File: config.mk
export PLATFORM = sky130hd
export DESIGN_NAME = wall_collide
export DESIGN_NICKNAME = d
export VERILOG_FILES = /design/src/rtl/wall_pkg.sv /design/src/rtl/wall_overlap_check.sv /design/src/rtl/wall_collide.sv
export SDC_FILE = /design/constraint.sdc
export NUM_CORES = 1
export LEC_CHECK = 0
export BUFFER_PORTS_ARGS = -buffer_cell sky130_fd_sc_hd__buf_2
export CORE_UTILIZATION = 50
export DETAILED_ROUTE_END_ITERATION = 10
export GPL_TIMING_DRIVEN = 0
export MAX_ROUTING_LAYER = met4
export PLACE_DENSITY = 0.77
export SETUP_SLACK_MARGIN = 0.5
export SLEW_MARGIN = 10
export SYNTH_ARGS = -nofsm -noshare
export SYNTH_HDL_FRONTEND = slang
export SYNTH_HIERARCHICAL = 1
export SYNTH_SLANG_ARGS = --single-unit
File: constraint.sdc
create_clock -name Clk -period 8.39 [get_ports Clk]
set_clock_uncertainty 0.05 [all_clocks]
set_input_delay 1.678 -clock Clk [delete_from_list [all_inputs] [get_ports Clk]]
set_output_delay 1.678 -clock Clk [all_outputs]
set_load 0.02 [all_outputs]
File: src/rtl/wall_pkg.sv
// Shared constants, types and helpers for the wall collision checker.
package wall_pkg;

    localparam int unsigned COORD_W   = 10;
    localparam int unsigned EXT_W     = 11;
    localparam int unsigned NUM_WALLS = 4;
    localparam int unsigned IDX_W     = 2;

    localparam int unsigned OBJ_SIZE     = 16;
    localparam int unsigned SCREEN_X_MAX = 639;
    localparam int unsigned SCREEN_Y_MAX = 479;

    localparam int unsigned WALL_H_W = 64;
    localparam int unsigned WALL_H_H = 32;
    localparam int unsigned WALL_V_W = 32;
    localparam int unsigned WALL_V_H = 64;

    // Bit i set when wall i+1 is horizontal (walls 1 and 3).
    localparam logic [NUM_WALLS-1:0] WALL_IS_HORIZ = 4'b0101;

    typedef enum logic [1:0] {
        ST_IDLE  = 2'd0,
        ST_LATCH = 2'd1,
        ST_CHECK = 2'd2,
        ST_DONE  = 2'd3
    } state_t;

    typedef struct packed {
        logic [COORD_W-1:0] x;
        logic [COORD_W-1:0] y;
    } point_t;

    function automatic logic [EXT_W-1:0] dim_w(input logic [IDX_W-1:0] idx);
        return WALL_IS_HORIZ[idx] ? EXT_W'(WALL_H_W) : EXT_W'(WALL_V_W);
    endfunction

    function automatic logic [EXT_W-1:0] dim_h(input logic [IDX_W-1:0] idx);
        return WALL_IS_HORIZ[idx] ? EXT_W'(WALL_H_H) : EXT_W'(WALL_V_H);
    endfunction

endpackage

File: src/rtl/wall_overlap_check.sv
// Combinational box-versus-wall overlap test; wall extents are inclusive.
module wall_overlap_check
    import wall_pkg::*;
(
    input  logic [EXT_W-1:0] obj_x,
    input  logic [EXT_W-1:0] obj_y,
    input  logic [EXT_W-1:0] wall_x,
    input  logic [EXT_W-1:0] wall_y,
    input  logic [EXT_W-1:0] wall_w,
    input  logic [EXT_W-1:0] wall_h,
    output logic             hit_c
);

    localparam logic [EXT_W-1:0] OBJ_SPAN = EXT_W'(OBJ_SIZE - 1);

    assign hit_c = (obj_x <= wall_x + wall_w)
                && (obj_x + OBJ_SPAN >= wall_x)
                && (obj_y <= wall_y + wall_h)
                && (obj_y + OBJ_SPAN >= wall_y);

endmodule

File: src/rtl/wall_collide.sv
// Frame-rate collision checker: one wall per clock through a shared comparator.
// Optional screen-edge blocking is enabled by defining WALL_COLLIDE_SCREEN_EDGE_EN.
module wall_collide
    import wall_pkg::*;
(
    input  logic               Clk,
    input  logic               Reset_n,
    input  logic               frame_clk,
    input  logic [COORD_W-1:0] Next_X,
    input  logic [COORD_W-1:0] Next_Y,
    input  logic [COORD_W-1:0] X1,
    input  logic [COORD_W-1:0] Y1,
    input  logic [COORD_W-1:0] X2,
    input  logic [COORD_W-1:0] Y2,
    input  logic [COORD_W-1:0] X3,
    input  logic [COORD_W-1:0] Y3,
    input  logic [COORD_W-1:0] X4,
    input  logic [COORD_W-1:0] Y4,
    output logic [NUM_WALLS-1:0] Hit_mask,
    output logic               Blocked,
    output logic               Valid,
    output logic               Busy
);

    state_t               state, state_next;
    logic                 sync1, sync2, dly;
    logic                 rise_c;
    point_t               obj_q;
    point_t               wall_q [NUM_WALLS];
    point_t               wall_in [NUM_WALLS];
    logic [IDX_W-1:0]     idx;
    logic [NUM_WALLS-1:0] acc;
    logic                 hit_c;
    logic                 blocked_c;

    assign wall_in[0] = '{x: X1, y: Y1};
    assign wall_in[1] = '{x: X2, y: Y2};
    assign wall_in[2] = '{x: X3, y: Y3};
    assign wall_in[3] = '{x: X4, y: Y4};

    assign rise_c = sync2 & ~dly;

    // Frame strobe synchronizer plus delay flop for rise detection.
    always_ff @(posedge Clk or negedge Reset_n) begin
        if (!Reset_n) begin
            sync1 <= 1'b0;
            sync2 <= 1'b0;
            dly   <= 1'b0;
        end else begin
            sync1 <= frame_clk;
            sync2 <= sync1;
            dly   <= sync2;
        end
    end

    always_ff @(posedge Clk or negedge Reset_n) begin
        if (!Reset_n) state <= ST_IDLE;
        else          state <= state_next;
    end

    always_comb begin
        state_next = state;
        case (state)
            ST_IDLE:  if (rise_c) state_next = ST_LATCH;
            ST_LATCH: state_next = ST_CHECK;
            ST_CHECK: if (idx == IDX_W'(NUM_WALLS - 1)) state_next = ST_DONE;
            ST_DONE:  state_next = ST_IDLE;
            default:  state_next = ST_IDLE;
        endcase
    end

    wall_overlap_check u_check (
        .obj_x  (EXT_W'(obj_q.x)),
        .obj_y  (EXT_W'(obj_q.y)),
        .wall_x (EXT_W'(wall_q[idx].x)),
        .wall_y (EXT_W'(wall_q[idx].y)),
        .wall_w (dim_w(idx)),
        .wall_h (dim_h(idx)),
        .hit_c  (hit_c)
    );

`ifdef WALL_COLLIDE_SCREEN_EDGE_EN
    logic edge_c;
    assign edge_c = (EXT_W'(obj_q.x) + EXT_W'(OBJ_SIZE - 1) > EXT_W'(SCREEN_X_MAX))
                 || (EXT_W'(obj_q.y) + EXT_W'(OBJ_SIZE - 1) > EXT_W'(SCREEN_Y_MAX));
    assign blocked_c = (|acc) | edge_c;
`else
    assign blocked_c = |acc;
`endif

    // Datapath and registered outputs; Valid/Busy follow the next state.
    always_ff @(posedge Clk or negedge Reset_n) begin
        if (!Reset_n) begin
            obj_q    <= '0;
            for (int i = 0; i < NUM_WALLS; i++) wall_q[i] <= '0;
            idx      <= '0;
            acc      <= '0;
            Hit_mask <= '0;
            Blocked  <= 1'b0;
            Valid    <= 1'b0;
            Busy     <= 1'b0;
        end else begin
            Valid <= (state_next == ST_DONE);
            Busy  <= (state_next != ST_IDLE);
            case (state)
                ST_LATCH: begin
                    obj_q <= '{x: Next_X, y: Next_Y};
                    for (int i = 0; i < NUM_WALLS; i++) wall_q[i] <= wall_in[i];
                    idx   <= '0;
                    acc   <= '0;
                end
                ST_CHECK: begin
                    acc <= acc | (NUM_WALLS'(hit_c) << idx);
                    idx <= idx + IDX_W'(1);
                end
                ST_DONE: begin
                    Hit_mask <= acc;
                    Blocked  <= blocked_c;
                end
                default: ;
            endcase
        end
    end

endmodule
### Word-level counts from Yosys, hierarchy flattened

Cells that the tools add are included.

| operators by class | value |
|---|---|
| add/subtract/negate cells | 5 |
| multiply operators | 0 |
| div/mod/pow operators | 0 |
| $lt $le $gt $ge | 6 |
| equal/unequal tests | 5 |
| shifts and indexed selects | 1 |
| multiplexer cells | 12 |
| bitwise gates (word level) | 4 |
| reductions and logical operators | 7 |

Operator list:

| cell | count |
|---|---|
| $bmux 20 s2 | 1 |
| $mux 20 | 2 |
| $add 10x4->11 const B | 2 |
| $add 10x7->11 | 2 |
| $ge 11x10->1 | 2 |
| $le 10x11->1 | 2 |
| $mux 7 | 2 |
| $eq 2x2->1 const B | 4 |
| $pmux 2 s4 | 1 |
| $pmux 4 s2 | 1 |
| $mux 2 | 2 |
| $or 4x4->4 | 1 |
| $pmux 2 s2 | 1 |
| $reduce_bool 2->1 | 2 |
| $reduce_or 4->1 | 1 |
| $shl 1x2->4 | 1 |
| $ge 3x3->1 const B | 1 |
| $logic_and 1x1->1 | 3 |
| $lt 2x3->1 const B | 1 |
| $not 2->3 | 1 |
| $add 2x1->2 const B | 1 |
| $bmux 1 s2 | 1 |
| $eq 2x1->1 const B | 1 |
| $logic_not 2->1 | 1 |
| 3 further kinds | 3 |

| word-level totals | value |
|---|---|
| register bits | 118 |
| latch bits | 0 |
| memory bits (writable) | 0 |
| memory bits (read-only) | 0 |
| input bits | 103 |
| output and inout bits | 7 |
| memories | 0 |

### Longest topological paths before layout

| logic depth | value |
|---|---|
| depth after elaboration | 12 |
| depth in mapped cells | 21 |
| gate-level depth less buffers | 19 |

### Cells and area by module

The synthesis kept the hierarchy.

Modules (own cells, without submodules):

| module | times used | cells each | area each (sq um) | seq. area each (sq um) |
|---|---|---|---|---|
| wall_collide | 1 | 301 | 4986.0 | 2952.8 |
| wall_overlap_check | 1 | 282 | 2177.1 | 0.0 |

### Least setup slack after synthesis

Ideal clock, no wire load.

| timing path | value |
|---|---|
| path type | reg-to-reg |
| start | register idx[1] |
| end | register acc[0] |
| setup time | 0.065 ns |
| arrival | 3.791 ns |
| required time | 8.275 ns |
| setup slack | 4.484 ns |
| stages on the path, launching flop included | 21 |
| path buffers | 2 |
| clock period less this slack | 3.906 ns |
| cell sequence | dfrtp_1 buf_2 buf_2 inv_1 ha_1 or2_2 ha_1 or2_2 o31a_1 a31o_2 a21oi_1 xor2_1 ha_1 nand2_1 nor2_1 a211oi_1 o21ai_0 a22oi_1 o211a_1 nor4bb_1 o22a_1 |

| between the ends | value |
|---|---|
| word-level cells in the longest chain between the ends | 12 |
| elaborated cells between the ends (all ways) | 20 |

RTL lines:

| what | line | text |
|---|---|---|
| from (decl) | wall_collide.sv:31 | `logic [IDX_W-1:0] idx;` |
| from (signal assigned) | wall_collide.sv:114 | `idx <= idx + IDX_W'(1);` |
| $not 2->3 (not written as such) | wall_collide.sv:75, wall_collide.sv:76 |  |
| $bmux 20 s2 | wall_collide.sv:75, wall_collide.sv:76 |  |
| $mux 20 (not written as such) (2 in a row) | wall_collide.sv:76 | `.wall_y (EXT_W'(wall_q[idx].y)),` |
| $add 10x7->11 | wall_overlap_check.sv:16 | `assign hit_c = (obj_x <= wall_x + wall_w)` |
| $le 10x11->1 | wall_overlap_check.sv:16 |  |
| $logic_and 1x1->1 | wall_overlap_check.sv:17 | `&& (obj_x + OBJ_SPAN >= wall_x)` |
| $logic_and 1x1->1 | wall_overlap_check.sv:18 | `&& (obj_y <= wall_y + wall_h)` |
| $logic_and 1x1->1 * | wall_overlap_check.sv:19 | `&& (obj_y + OBJ_SPAN >= wall_y);` |
| net hit_c | wall_collide.sv:33 | `logic hit_c;` |
| $shl 1x2->4 * | wall_collide.sv:113 | `acc <= acc \| (NUM_WALLS'(hit_c) << idx);` |
| $or 4x4->4 * | wall_collide.sv:113 |  |
| $pmux 4 s2 * | wall_collide.sv:105 | `case (state)` |
| to (signal assigned) | wall_collide.sv:113 |  |
| to (decl) | wall_collide.sv:32 | `logic [NUM_WALLS-1:0] acc;` |

The timed path passes the listed nets; every way through them passes the cells marked *. The select of a mux whose other input is x is not followed.
A chain may end at the register's enable or synchronous reset.

### Worst setup path in the final report

Ends and elaborated chain as after synthesis.

==> flow_summary_export.csv <==
group,metric,value,unit
outcome,status,"finished, final reports clean",
placed_design,placed_area,8070,um2
route,vias,5275,
cells_and_area,num_antenna_cells,0,
synth,post_synth.cell_area_avg,12.3,um2
timing,post-route-min-period,4800,ps
cells_and_area,final_nets,917,
critical_path,cpMaxStageDelayCell,"dfrtp_1",
power,ir_drop,0.000206,V
timing,grt_setup_unrepaired,"false",
global_route,grt_use_total,26.2,%
min_path,hold_depth,0,
run,maxCapViolCount,0,
critical_path,r2r_slack,3590,ps
clock_tree,ctsRootBufferMaster,"clkbuf_16",
global_route,grt_pass1_vias,5752,
route,wl,17100,um
cells_and_area,areaGrowthSynthToFinish,20.8,%
global_route,grt_max_degree,84,
placed_design,dp_hpwl,13100,um
placed_design,gp_congestion,0.854,
synth,syn_inst,583,
critical_path,crit_type,"flip-flop to flip-flop",
timing,drv_slew,0,
power,p_leak,4.03,nW
critical_path,critPathMaxStageDelay,360,ps
synth,synth_seq_cells,118,
critical_path,reg2regPathDepth,20,
cells_and_area,finalInstanceArea,8650,um2
route,drc,0,
min_path,min_to,"sync2$_DFF_PN0_",
floorplanning,dieArea,14800,um2
clock_tree,numCtsBuffers,17,
placed_design,port-buffer-count,109,
global_route,grt_pass1_wl,28300,um
clock_tree,clkLatencyLatePin,410,ps
critical_path,path_buf_inv,3,
timing,max_freq,208,MHz
synth,synth_top_area_cell,"dfrtp_1",
cells_and_area,drive_above_1_share,38.3,%
critical_path,cp.arrival,5110,ps
route,first_iter_violations,318,
synth,yosysWarnings,6,
critical_path,reg2reg_from,"idx[1]$_DFFE_PN0P_",
critical_path,cp-end-kind,"flip-flop",
route,drtPass1Iterations,5,
timing,setup_violations,0,
clock_tree,cts_setup_buffers,0,
synth,ys_top_cells_by_area,"dfrtp_1 (41%), mux2_2 (16%), ha_1 (13%)",
floorplanning,pin_count,110,
critical_path,crit_required,8690,ps
clock_tree,cts_resized,0,
clock_tree,cts_tree,"yes",
critical_path,r2r-end,"acc[0]$_DFFE_PN0P_",
min_path,hold_class,"flip-flop to flip-flop",
clock_tree,clk_pin_slew,50,ps
floorplanning,die_w,122,um
synth,yosysUniqueCellTypes,55,
clock_tree,cts_hold_buf,0,
global_route,grt.overflow.total,0,
synth,synth_ff_type,"dfrtp_1",
critical_path,crit_chain,"buf_2, buf_2, inv_1, ha_1, or2_2, ha_1, or2_2, o31a_1, a31o_2, a21oi_1, xor2_1, ha_1, nand2_1, nor2_1, a211oi_1, o21ai_0, a22oi_1, o211a_1, nor4bb_1, o22a_1",
timing,hold_viol,0,
clock_tree,clockBufferDepth,2,
critical_path,cpMostUsedCell,"ha_1",
power,power_density,476,nW/um2
power,power,4.12,mW
cells_and_area,final_cell_mix,"buf_2 (122), dfrtp_1 (118), mux2_2 (104)",
clock_tree,h-tree-depth,4,
cells_and_area,final_common_cell,"buf_2",
route,wl_per_cell,18.3,um
synth,synthesis.area,7160,um2
floorplanning,fp.coreArea,13900,um2
timing,finalSetupTns,0,ps
global_route,antenna_found_initial,0,
synth,synth_top_area_share,41.2,%
floorplanning,rows,43,
min_path,min_from,"sync1$_DFF_PN0_",
critical_path,crit_fanout,10,
route,ant_nets,0,
route,vias_per_cell,5.67,
critical_path,worst_setup_path_start_kind,"flip-flop",
clock_tree,cts.sinks,118,
synth,async_reset_ff_share,100,%
floorplanning,die_h,122,um
critical_path,crit_family,"compound AO/OA/AOI/OAI gates",
timing,post-route-period-util,57.3,%
floorplanning,start_util,51.4,%
synth,yosysSeqAreaShare,41.2,%
synth,synth-edff-count,0,
[flip-flops by register name, indices dropped and copies added, names as in the netlist]
register	count
state	2
Blocked	1
dly	1
Valid	1
Busy	1
sync1	1
obj_q	20
acc	4
wall_q	80
idx	2
Hit_mask	4
sync2	1
[kinds of logic (layout without fill, tap and decap cells)]
family	count (synthesis)	after routing	synth area share, %
xor+xnor	34	34	4.16
mux	124	124	22.8
flops	118	118	41.2
compound gates	76	76	7.42
simple gates	96	96	7.21
fa+ha+maj	75	75	13.3
other cells	1	28	0.0524
buf+inv	59	200	3.77
[metal layers]
layer / up-vias / GRT usage (%) / share of wire, %
met3: 35 / 6.69 / 5.3
met4: 0 / 9.88 / 2.2
met2: 165 / 43.9 / 52
met5: - / - / 0
met1: 2651 / 30.1 / 41
li1: 2424 / - / -
[Yosys cell counts, drive strengths merged, types with 4 or more instances]
cell type,number
buf,17
o21a,7
nand3,9
nor2,23
a211oi,6
mux4,20
o21ai,16
o31ai,5
nor2b,4
nand2,15
nor3,6
xnor2,17
inv,41
ha,73
nand4,9
dfrtp,118
a21oi,22
nand2b,5
xor2,17
mux2,104
[worst max-delay path by stage]
stage                     slack (ps)  cells past startpoint                  to          startpoint
after floorplan                 4480                     20  acc[0]$_DFFE_PN0P_  idx[1]$_DFFE_PN0P_
after global placement          3800                     20  acc[0]$_DFFE_PN0P_  idx[1]$_DFFE_PN0P_
after detailed placement        3700                     20  acc[0]$_DFFE_PN0P_  idx[1]$_DFFE_PN0P_
after CTS                       3590                     20  acc[0]$_DFFE_PN0P_  idx[1]$_DFFE_PN0P_
after global routing            3300                     21  acc[0]$_DFFE_PN0P_  idx[1]$_DFFE_PN0P_
final                           3590                     20  acc[0]$_DFFE_PN0P_  idx[1]$_DFFE_PN0P_
[through the flow]
stage | worst slack, ps | hold WS [ps] | cells | util [%]
2_1_floorplan | 4480 | 281 | 610 | -
3_3_place_gp | 3800 | 286 | 899 | 57.7
3_5_place_dp | 3700 | 288 | 900 | 57.9
4_1_cts | 3590 | 300 | 931 | 62.1
5_1_grt | 3300 | 316 | 931 | 62.1
6_report | 3590 | 298 | 931 | 62.1
[power breakdown]
group          leakage [nW]  internal, mW  switching [mW]
Sequential             1.41         0.846           0.198
Combinational          2.34          1.16            1.20
Clock                 0.277         0.450           0.259
Total                  4.03          2.46            1.66
[final cells by class]
cell class                 instances  area (um2)
multi-input combinational        433        4040
buffer                            18         116
tap                              180         225
clock inverter                    12         128
inverter                          41         154
fill                            1071        5290
clock buffer                      19         453
timing repair buffer             110         579
sequential                       118        2950
Power figures use the tool's default switching activity.
